### config.mk
export PLATFORM = sky130hd
export DESIGN_NAME = mem_stage
export DESIGN_NICKNAME = d
export VERILOG_FILES = /design/src/rtl/mem_stage.sv
export SDC_FILE = /design/constraint.sdc
export NUM_CORES = 1
export LEC_CHECK = 0
export BUFFER_PORTS_ARGS = -buffer_cell sky130_fd_sc_hd__buf_4
export CAP_MARGIN = 0
export CORE_AREA = 2 2 152 154
export DETAILED_ROUTE_END_ITERATION = 10
export DIE_AREA = 0 0 154 156
export HOLD_SLACK_MARGIN = 0.08
export PLACE_DENSITY_LB_ADDON = 0.12
export SYNTH_ARGS = -nofsm -noshare
export SYNTH_HDL_FRONTEND = slang
export SYNTH_SLANG_ARGS = --single-unit
### constraint.sdc
create_clock -name clk -period 12.7 [get_ports clk]
set_clock_uncertainty 0.05 [all_clocks]
set_input_delay 2.54 -clock clk [delete_from_list [all_inputs] [get_ports clk]]
set_output_delay 2.54 -clock clk [all_outputs]
set_load 0.05 [all_outputs]
### src/rtl/mem_stage.sv
// MEM pipeline stage: latches the EXE payload, aligns and extends SRAM load data, and holds the
// load word across WB back-pressure so the write-back value stays stable during a stall.
module mem_stage #(
    parameter int unsigned EXW = 82
) (
    input  logic           clk,
    input  logic           reset,
    input  logic           es2ms_valid,
    output logic           ms_allowin,
    input  logic [31:0]    es_pc,
    input  logic [4:0]     es_ld_op,
    input  logic           es_res_from_mem,
    input  logic           es_rf_we,
    input  logic [4:0]     es_rf_waddr,
    input  logic [31:0]    es_rf_result,
    input  logic           es_csr_re,
    input  logic [EXW-1:0] es_except,
    input  logic           es_except_ale,
    input  logic [31:0]    data_sram_rdata,
    input  logic           ws_allowin,
    input  logic           wb_ex,
    output logic           ms2ws_valid,
    output logic [31:0]    ms_pc,
    output logic           ms_rf_we,
    output logic [4:0]     ms_rf_waddr,
    output logic [31:0]    ms_rf_wdata,
    output logic [EXW:0]   ms_except,
    output logic           ms_ex,
    output logic [38:0]    ms_rf_zip
);

    localparam logic [4:0] LD_B  = 5'b10000;
    localparam logic [4:0] LD_BU = 5'b01000;
    localparam logic [4:0] LD_H  = 5'b00100;
    localparam logic [4:0] LD_HU = 5'b00010;

    logic           ms_valid_q, ms_valid_d;
    logic [31:0]    pc_q, pc_d;
    logic [4:0]     ld_op_q, ld_op_d;
    logic           res_from_mem_q, res_from_mem_d;
    logic           rf_we_q, rf_we_d;
    logic [4:0]     rf_waddr_q, rf_waddr_d;
    logic [31:0]    rf_result_q, rf_result_d;
    logic           csr_re_q, csr_re_d;
    logic [EXW-1:0] except_q, except_d;
    logic           ale_q, ale_d;
    logic           first_q, first_d;
    logic [31:0]    buf_q, buf_d;
    logic           buf_vld_q, buf_vld_d;

    logic           capture;
    logic [31:0]    load_word;
    logic [1:0]     off;
    logic [7:0]     ld_byte;
    logic [15:0]    ld_half;
    logic [31:0]    ld_data;

    assign ms_allowin = ~ms_valid_q | ws_allowin;
    assign capture    = es2ms_valid & ms_allowin & ~wb_ex;

    // Next-state: valid/flush, payload capture, and load-word hold on a first-cycle stall
    always_comb begin
        ms_valid_d     = ms_valid_q;
        pc_d           = pc_q;
        ld_op_d        = ld_op_q;
        res_from_mem_d = res_from_mem_q;
        rf_we_d        = rf_we_q;
        rf_waddr_d     = rf_waddr_q;
        rf_result_d    = rf_result_q;
        csr_re_d       = csr_re_q;
        except_d       = except_q;
        ale_d          = ale_q;
        first_d        = 1'b0;
        buf_d          = buf_q;
        buf_vld_d      = buf_vld_q;

        if (wb_ex) begin
            ms_valid_d = 1'b0;
        end else if (ms_allowin) begin
            ms_valid_d = es2ms_valid;
        end

        if (capture) begin
            pc_d           = es_pc;
            ld_op_d        = es_ld_op;
            res_from_mem_d = es_res_from_mem;
            rf_we_d        = es_rf_we;
            rf_waddr_d     = es_rf_waddr;
            rf_result_d    = es_rf_result;
            csr_re_d       = es_csr_re;
            except_d       = es_except;
            ale_d          = es_except_ale;
            first_d        = 1'b1;
            buf_vld_d      = 1'b0;
        end else if (wb_ex) begin
            buf_vld_d = 1'b0;
        end else if (first_q && ms_valid_q && res_from_mem_q && !ws_allowin) begin
            // SRAM data is only valid in the first cycle; keep a copy for the rest of the stall
            buf_d     = data_sram_rdata;
            buf_vld_d = 1'b1;
        end
    end

    always_ff @(posedge clk or posedge reset) begin
        if (reset) begin
            ms_valid_q     <= 1'b0;
            pc_q           <= 32'h0;
            ld_op_q        <= 5'h0;
            res_from_mem_q <= 1'b0;
            rf_we_q        <= 1'b0;
            rf_waddr_q     <= 5'h0;
            rf_result_q    <= 32'h0;
            csr_re_q       <= 1'b0;
            except_q       <= '0;
            ale_q          <= 1'b0;
            first_q        <= 1'b0;
            buf_q          <= 32'h0;
            buf_vld_q      <= 1'b0;
        end else begin
            ms_valid_q     <= ms_valid_d;
            pc_q           <= pc_d;
            ld_op_q        <= ld_op_d;
            res_from_mem_q <= res_from_mem_d;
            rf_we_q        <= rf_we_d;
            rf_waddr_q     <= rf_waddr_d;
            rf_result_q    <= rf_result_d;
            csr_re_q       <= csr_re_d;
            except_q       <= except_d;
            ale_q          <= ale_d;
            first_q        <= first_d;
            buf_q          <= buf_d;
            buf_vld_q      <= buf_vld_d;
        end
    end

    // Load alignment and extension
    always_comb begin
        load_word = buf_vld_q ? buf_q : data_sram_rdata;
        off       = rf_result_q[1:0];
        ld_byte   = load_word[{off, 3'b000} +: 8];
        ld_half   = off[1] ? load_word[31:16] : load_word[15:0];
        case (ld_op_q)
            LD_B:    ld_data = {{24{ld_byte[7]}}, ld_byte};
            LD_BU:   ld_data = {24'h0, ld_byte};
            LD_H:    ld_data = {{16{ld_half[15]}}, ld_half};
            LD_HU:   ld_data = {16'h0, ld_half};
            default: ld_data = load_word;
        endcase
    end

    assign ms_rf_wdata = res_from_mem_q ? ld_data : rf_result_q;
    assign ms2ws_valid = ms_valid_q;
    assign ms_pc       = pc_q;
    assign ms_rf_waddr = rf_waddr_q;
    assign ms_except   = {except_q, ale_q};
    assign ms_ex       = ms_valid_q & ((|except_q[5:0]) | ale_q);
    assign ms_rf_we    = ms_valid_q & rf_we_q & ~ms_ex;
    assign ms_rf_zip   = {csr_re_q & ms_valid_q, ms_rf_we, ms_rf_waddr, ms_rf_wdata};

endmodule

==> flow_summary.yaml, run 1 <==
route:
  drc: 0
  post_drt_wl_per_cell_um: 20.2
  viasPerCell: 5.09
  drt_iter0_drc: 302
  vias: 6572
  first_pass_iters: 4
  ant_nets: 0
  drt_wl_total_mm: 26.1
sta:
  setup_viol: 0
  period_needed_ns: 7.28
  tns_ns: 0
  final_hold_viol_count: 0
  fmax_ghz: 0.137
  slew_headroom_pct: 23.0
  post-route-period-util_pct: 57.3
  timing.hold.ws_ns: 0.449
  slew_violations: 0
  worstMarginPinSlew_ns: 1.15
  rsz0062_at_grt: "no"
power_and_ir_drop:
  total_power_w: 0.00228
  p_per_area_mw_per_mm2: 185
  peakVddDrop_uv: 96.8
  leakage_nw: 5.76
global_route:
  antenna_found_initial: 2
  grt_pass1_wl_mm: 39.8
  grt_pass1_vias: 6932
  overflow: 0
  grt_use_total_pct: 21.7
  grt_max_degree: 119
floorplan:
  die_w_um: 154
  core_area_mm2: 0.0224
  fp.dieArea_mm2: 0.0240
  ios: 392
  die_h_um: 156
  start_util_pct: 39.7
  row_count: 55
worst_hold_path:
  hold_path.class: "flop to flop"
  hp-start: "csr_re_q$_DFFE_PP0P_"
logic_synthesis:
  synth_edf_count: 0
  syn-num-nets: 850
  seq_area_frac_synth_pct: 55.0
  ys_types: 44
  syn_inst: 653
  synth_area_mm2: 0.00887
  ys_ff_latch: 195
  yosysWarningCount: 0
  synth_area_per_cell_um2: 13.6
  synthArstFlopShare_pct: 100
  ys.flop_type: "dfrtp_1"
clock_tree:
  cts_buffers: 17
  clk_pin_slew_worst_paths_ns: 0.07
  cts_tree: "done"
  cts_hold_buf: 0
  post_cts_resized: 0
  postCtsSetupRepairBufs: 0
  clock_path_buffers: 2
  clk_latency_ns: 0.42
  cts_sinks: 195
  root_buffer: "clkbuf_16"
  htree_levels: 4
critical_path:
  worstSetupEndpointType: "output pin"
  worstPathMaxFanout: 16
  crit_arrival_ns: 4.69
  cp-start-kind: "primary input"
  cp.required_ns: 10.11
  r2r_start: "res_from_mem_q$_DFFE_PP0P_"
  crit_type: "primary input to output pin"
  cp-startpoint: "data_sram_rdata[31]"
finish:
  final_util_pct: 55.2
  area_growth_pct: 39.1
  stdcell_count: 1290
  drive_gt1_share_pct: 63.2
  finalNetCount: 1188
  fillCellCount: 1987
status:
  outcome: "finished, final reports clean"
placement:
  hpwlAfterDp_mm: 19.6
  port_buffers: 391
  gp_congestion: 0.788
  post-place-cells: 1257
job:
  maxCapViolCount: 0
## power breakdown
part	internal [W]	switching, W
clock	0.000284	0.000264
combinational	0.000320	0.000616
sequential	0.000723	0.0000751
## through the flow
step	instance area, µm²	worst slack, ns
floorplan	8870	4.80
finish	12300	5.42
CTS	12300	5.37
global route	12300	5.29
global placement	11700	5.44
detailed placement	11700	5.38
## sequential cells by signal, summed over array words and instances, names as in the netlist, 5 cells and up
name	flops
except_q	82
rf_result_q	32
buf_q	32
ms_pc	32
ms_rf_waddr	5
ld_op_q	5
## worst max-delay path: stages
cell,delay [ns]
buf_4,0.09
mux2i_1,0.11
mux2_4,0.31
a2bb2oi_1,0.17
o41ai_4,0.92
o22a_1,0.32
buf_4,0.21
## path summary, 6_finish.rpt
check                                              to  cells past startpoint  slack, ns
setup reg to reg                 buf_q[2]$_DFFE_PP0P_                      3       9.79
setup / recovery                      ms_rf_wdata[21]                      7       5.42
min in group asynchronous  ms_rf_waddr[1]$_DFFE_PP0P_                      2       2.19
hold / removal                   csr_re_q$_DFFE_PP0P_                      1       0.45
max in group asynchronous  res_from_mem_q$_DFFE_PP0P_                      3       8.86
hold reg to reg                  csr_re_q$_DFFE_PP0P_                      1       0.45
## synth_stat cells, types with 3 or more instances
| master | number | area (µm²) |
|---|---|---|
| mux2i_1 | 31 | 310 |
| clkbuf_1 | 11 | 41.3 |
| a21oi_1 | 5 | 25.0 |
| inv_1 | 3 | 11.3 |
| o22ai_1 | 7 | 43.8 |
| or4_1 | 3 | 22.5 |
| o22a_1 | 25 | 219 |
| nand2_1 | 15 | 56.3 |
| dfrtp_1 | 195 | 4880 |
| nor2b_1 | 5 | 31.3 |
| buf_4 | 42 | 315 |
| o21ai_0 | 13 | 65.1 |
| o311ai_1 | 6 | 52.6 |
| nor2_1 | 33 | 124 |
| mux2_2 | 199 | 2240 |
| buf_2 | 23 | 115 |
## routing by layer
layer	vias up	part of all wire [%]	track usage, %
li1	2995	-	-
met1	3272	39	25.7
met2	266	50	37.2
met3	37	8.4	7.78
met4	2	2.2	6.81
met5	-	0.038	0
## logic make-up after synthesis
| logic type | synth area share (%) |
|---|---|
| and+or+nand+nor | 4.13 |
| DFF | 55.0 |
| xor gates and xnor gates | 0.296 |
| muxes | 28.9 |
| buffers and inverters | 5.70 |
| AOI/OAI and AO/OA | 5.92 |
## placed cells by master (no fill, tap or decap), types with 4 or more instances in the layout
master | Yosys | final
buf_4 | 42 | 397
mux2_2 | 199 | 199
dfrtp_1 | 195 | 193
nor2_1 | 33 | 32
mux2i_1 | 31 | 31
o22a_1 | 25 | 25
clkbuf_16 | 0 | 17
nand2_1 | 15 | 15
o21ai_0 | 13 | 13
o22ai_1 | 7 | 7
o311ai_1 | 6 | 6
nor2b_1 | 5 | 5
a21oi_1 | 5 | 5
inv_6 | 0 | 4
clkinv_8 | 0 | 4
## area by class of cell
cell class / count / area, µm² / share of cell area, %
Sequential cell: 195 / 4880 / 39.6
Multi-Input combinational cell: 377 / 3490 / 28.3
Timing Repair Buffer: 397 / 2980 / 24.2
Clock buffer: 19 / 433 / 3.51
Tap cell: 285 / 357 / 2.89
Clock inverter: 13 / 170 / 1.38
Inverter: 3 / 18.8 / 0.152
Antenna cell: 1 / 2.50 / 0.0203
Power figures use the tool's default switching activity.
==> run 2, diff against run 1 <==
Settings changed: ABC_AREA set to 1, CORE_AREA 2 2 152 154 to 2 2 151 153, DIE_AREA 0 0 154 156 to 0 0 153 155.
Clock period 12.7 ns to 6.7 ns, I/O delays scaled along.
==> run 2 against run 1 <==
Wire length is 12% higher. Final area up 2.8%. Combinational power grew 84%. Cell count up 45%. First-iteration DRC count is 84% higher. Area after synthesis rose by 6.1%. Critical path depth up 3. Count of clock-buffer cells in the layout unchanged.
==> flow_summary.yaml, run 2 <==
route:
  drt_iter0_drc: 557
  viasPerCell: 4.70
  first_pass_iters: 5
  highest_layer: "met4"
  wl_met2_mm: 14.2
  route.met3.wl_mm: 2.19
  drt_wl_total_mm: 29.2
  ant_nets: 0
  drt-met1-wl_mm: 12.1
  vias: 8804
  drc: 0
  post_drt_wl_per_cell_um: 15.6
sta:
  period_needed_ns: 4.07
  final_hold_viol_count: 0
  slew_violations: 0
  worstMarginPinSlew_ns: 1.04
  slew_headroom_pct: 30.8
  tns_ns: 0
  post-route-period-util_pct: 60.7
  setup_viol: 0
  rsz0062_at_grt: "no"
  fmax_ghz: 0.246
clock_tree:
  post_cts_resized: 0
  root_buffer: "clkbuf_16"
  clock_path_buffers: 2
  cts_tree: "done"
  clk_pin_slew_worst_paths_ns: 0.07
  cts_buffers: 17
  cts_sinks: 195
  cts_hold_buf: 0
  clk_latency_ns: 0.43
  htree_levels: 4
  postCtsSetupRepairBufs: 0
global_route:
  grt_use_total_pct: 24.4
  grt_pass1_vias: 8428
  grt_max_degree: 115
  antenna_found_initial: 0
  overflow: 0
  grt_pass1_wl_mm: 45.8
floorplan:
  row_count: 55
  core_area_mm2: 0.0222
  start_util_pct: 42.4
  fp.dieArea_mm2: 0.0237
  die_w_um: 153
  die_h_um: 155
  ios: 392
logic_synthesis:
  synth.area.top_cells: "dfrtp_1 (52%), nand2_1 (28%), buf_4 (4.5%)"
  synth_area_per_cell_um2: 7.46
  ys_ff_latch: 195
  syn-num-nets: 1459
  synthArstFlopShare_pct: 100
  seq_area_frac_synth_pct: 51.8
  synth_top_area_share_pct: 51.8
  synth_commonest_cells: "nand2_1 (690), dfrtp_1 (195), inv_1 (70)"
  synth_edf_count: 0
  ys.flop_type: "dfrtp_1"
  yosysMostFrequentCell: "nand2_1"
  syn_inst: 1262
  yosysWarningCount: 0
  yosysTopAreaCell: "dfrtp_1"
  ys_types: 22
  synth_area_mm2: 0.00941
status:
  outcome: "finished, final reports clean"
placement:
  placed_area_mm2: 0.0121
  hpwlAfterDp_mm: 21.3
  port_buffers: 391
  gp_congestion: 0.881
power_and_ir_drop:
  peakVddDrop_uv: 171
  p_per_area_mw_per_mm2: 330
  leakage_nw: 7.31
critical_path:
  crit_arrival_ns: 2.68
  worstSetupEndpointType: "output pin"
  crit_type: "flop to output pin"
  cp.required_ns: 5.31
  worstPathMaxFanout: 33
  cp-start-kind: "flop"
finish:
  layout_common_cells: "nand2_1 (690), buf_4 (399), dfrtp_1 (195)"
  drive_gt1_share_pct: 28.7
  insertedDiodeCount: 0
  area_growth_pct: 34.7
  layout_commonest_cell: "nand2_1"
  largest_register_ffs: 82
  finalNetCount: 1774
  stdcell_area_mm2: 0.0127
  top_register: "except_q"
job:
  maxCapViolCount: 0
worst_hold_path:
  hold_path.class: "flop to flop"
==> run 2: path summary, 6_finish.rpt <==
check | start | endpoint | slack (ns) | cells past startpoint
setup reg to reg | ms2ws_valid$_DFFE_PP0P_ | ms_pc[28]$_DFFE_PP0P_ | 3.81 | 8
min in group asynchronous | reset | except_q[24]$_DFFE_PP0P_ | 1.06 | 2
setup / recovery | buf_vld_q$_DFFE_PP0P_ | ms_rf_wdata[20] | 2.63 | 10
hold / removal | except_q[80]$_DFFE_PP0P_ | except_q[80]$_DFFE_PP0P_ | 0.42 | 2
max in group asynchronous | reset | rf_result_q[19]$_DFFE_PP0P_ | 4.44 | 3
hold reg to reg | except_q[80]$_DFFE_PP0P_ | except_q[80]$_DFFE_PP0P_ | 0.42 | 2
==> run 2: through the flow <==
stage                     hold slack, ns  utilization, %  cells  setup slack, ns  power (W)
final                              0.423            57.0   1875             2.63    0.00419
after CTS                          0.428            57.0   1875             2.61    0.00422
after global placement             0.405            54.4   1843             2.69    0.00318
after global routing               0.442            57.0   1875             2.39    0.00439
after floorplan                    0.392               -   1262             2.31    0.00270
after detailed placement           0.409            54.4   1843             2.69    0.00320
==> run 2: logic make-up (layout without fill, tap and decap cells) <==
family          after synthesis  after routing  share of synthesized area, %
simple gates                817            817                          33.9
compound gates               71             71                          3.79
flops                       195            195                          51.8
buf+inv                     179            507                          10.4
==> run 2: worst max-delay path, stage by stage (launching register included) <==
cell and delay (ns):
dfrtp_1 0.39, inv_2 0.53, nand2_1 0.17, nand3_1 0.12, nand3_1 0.10, nand2_2 0.13
nand2_4 0.10, nand2_4 0.20, nor2_1 0.07, nor2_1 0.18, buf_4 0.24
==> run 2: metal layers <==
layer	track usage [%]	up-vias
met5	0	-
met4	7.76	0
met3	7.35	37
met2	40.0	302
met1	31.3	4066
li1	-	4399
==> run 2: report_power, final <==
group | internal (W) | switching [W] | leakage, nW
clock | 0.000527 | 0.000492 | 0.265
combinational | 0.000492 | 0.00122 | 4.59
sequential | 0.00135 | 0.000105 | 2.45
==> run 2: area by class of cell <==
type	instances	area (µm²)
multi-input combinational	888	3560
fill	2155	9550
inverter	75	288
tap	285	357
sequential	195	4880
clock buffer	19	433
timing repair buffer	400	3020
clock inverter	13	144
==> run 3, diff against run 2 <==
Settings changed: CORE_AREA 2 2 151 153 to 2 2 154 156, DIE_AREA 0 0 153 155 to 0 0 156 158.
Clock period 6.7 ns to 3.5 ns, I/O delays scaled along.
==> run 3 against run 2 <==
Utilization decreased by 1.5 points. Count of clock-buffer cells in the layout decreased by 1. First-iteration DRC count decreased by 3.6%. Worst hold slack got worse by 0.020 ns. Largest cell class unchanged.
==> flow_summary.yaml, run 3 (synthesis gave the netlist of run 2 again) <==
status:
  outcome: "finished, final reports clean"
route:
  ant_nets: 0
  vias: 8861
  viasPerCell: 4.69
  drt_wl_total_mm: 30.0
  drt_iter0_drc: 537
  first_pass_iters: 5
  drc: 0
  post_drt_wl_per_cell_um: 15.9
placement:
  gp_congestion: 0.862
  port_buffers: 391
  post-place-cells: 1856
  hpwlAfterDp_mm: 22.2
clock_tree:
  cts_buffers: 17
  cts_tree: "done"
  cts_sinks: 195
  root_buffer: "clkbuf_16"
  htree_levels: 4
  clk_pin_slew_worst_paths_ns: 0.08
  cts_hold_buf: 0
  post_cts_resized: 0
  clk_latency_ns: 0.44
  postCtsSetupRepairBufs: 0
  clock_path_buffers: 2
floorplan:
  ios: 392
  start_util_pct: 40.8
  die_w_um: 156
  row_count: 56
  die_h_um: 158
  core_area_mm2: 0.0231
  fp.dieArea_mm2: 0.0246
critical_path:
  crit_type: "flop to output pin"
  worstSetupEndpointType: "output pin"
  worstPathMaxFanout: 32
  cp-start-kind: "flop"
  cp.required_ns: 2.75
  crit_top_cell: "nor2_1"
  crit_arrival_ns: 2.48
  worst-path-buf-inv: 3
  slowest_stage: "dfrtp_1"
  worstPathCellList: "inv_1 > nor2_1 > nand3_1 > nand2_2 > nor2_2 > buf_4 > nand2_1 > nand2_1 > nor2_1 > nor2_1 > buf_4"
  max_stage_delay_ns: 0.39
  crit_family: "simple AND/OR/NAND/NOR gates"
finish:
  finalNetCount: 1782
  layout_commonest_cell: "nand2_1"
  fillCellCount: 2259
  area_growth_pct: 36.1
  insertedDiodeCount: 0
  stdcell_count: 1888
  largest_register_ffs: 82
  layout_common_cells: "nand2_1 (690), buf_4 (403), dfrtp_1 (195)"
  drive_gt1_share_pct: 29.2
  top_register: "except_q"
global_route:
  grt_pass1_wl_mm: 45.9
  grt_max_degree: 183
  grt_pass1_vias: 8460
  antenna_found_initial: 0
  grt_use_total_pct: 23.9
  overflow: 0
job:
  maxCapViolCount: 0
sta:
  slew_headroom_pct: 36.0
  period_needed_ns: 3.23
  tns_ns: 0
  rsz0062_at_grt: "no"
  final_hold_viol_count: 0
  post-route-period-util_pct: 92.3
  setup_viol: 0
  slew_violations: 0
  worstMarginPinSlew_ns: 0.957
  fmax_ghz: 0.310
power_and_ir_drop:
  peakVddDrop_uv: 319
  leakage_nw: 7.38
  p_per_area_mw_per_mm2: 630
worst_hold_path:
  hold_path.class: "primary input to flop"
## run 3: per-layer routing
| layer | GRT usage [%] | wire [µm] | vias to the layer above | part of all wire, % |
|---|---|---|---|---|
| met2 | 38.8 | 14600 | 305 | 49 |
| met3 | 6.71 | 2250 | 36 | 7.5 |
| met5 | 0 | 0 | - | 0 |
| met1 | 30.8 | 12300 | 4107 | 41 |
| met4 | 8.69 | 744 | 0 | 2.5 |
| li1 | - | - | 4413 | - |
## run 3: worst paths after layout
| check | from | endpoint | slack [ns] | cells after the start |
|---|---|---|---|---|
| max in group asynchronous | reset | except_q[15]$_DFFE_PP0P_ | 2.18 | 3 |
| hold reg to reg | ms_pc[8]$_DFFE_PP0P_ | ms_pc[8]$_DFFE_PP0P_ | 0.42 | 2 |
| min in group asynchronous | reset | except_q[40]$_DFFE_PP0P_ | 0.41 | 2 |
| hold / removal | es_except[12] | except_q[12]$_DFFE_PP0P_ | 0.40 | 3 |
| setup reg to reg | ms2ws_valid$_DFFE_PP0P_ | except_q[51]$_DFFE_PP0P_ | 1.62 | 7 |
| setup / recovery | ld_op_q[2]$_DFFE_PP0P_ | ms_rf_wdata[30] | 0.27 | 11 |
## run 3: cell type report
class	instances	area (µm²)	share of cell area, %
timing repair buffer	408	3130	24.4
clock inverter	14	153	1.19
tap	290	363	2.83
clock buffer	18	439	3.43
multi-input combinational	888	3560	27.8
sequential	195	4880	38.1
inverter	75	288	2.25
## run 3: per-stage QoR
step	util [%]	area [µm²]	hold WS, ns	total power [W]	setup WS, ns
2_1_floorplan	-	9420	0.392	0.00517	0.232
3_3_place_gp	53.0	12200	0.404	0.00612	0.780
3_5_place_dp	53.0	12200	0.409	0.00615	0.726
4_1_cts	55.6	12800	0.384	0.00814	0.263
5_1_grt	55.6	12800	0.390	0.00845	0.0903
6_report	55.6	12800	0.403	0.00806	0.271
## run 3: worst min-delay path, cell delays in order
cell	delay, ns
buf_4	0.07
nand2_1	0.04
nand2_1	0.05
## run 3: power by group
part / leakage [nW] / internal [W] / switching [W]
combinational: 4.65 / 0.000954 / 0.00235
clock: 0.284 / 0.000978 / 0.000999
sequential: 2.45 / 0.00258 / 0.000203
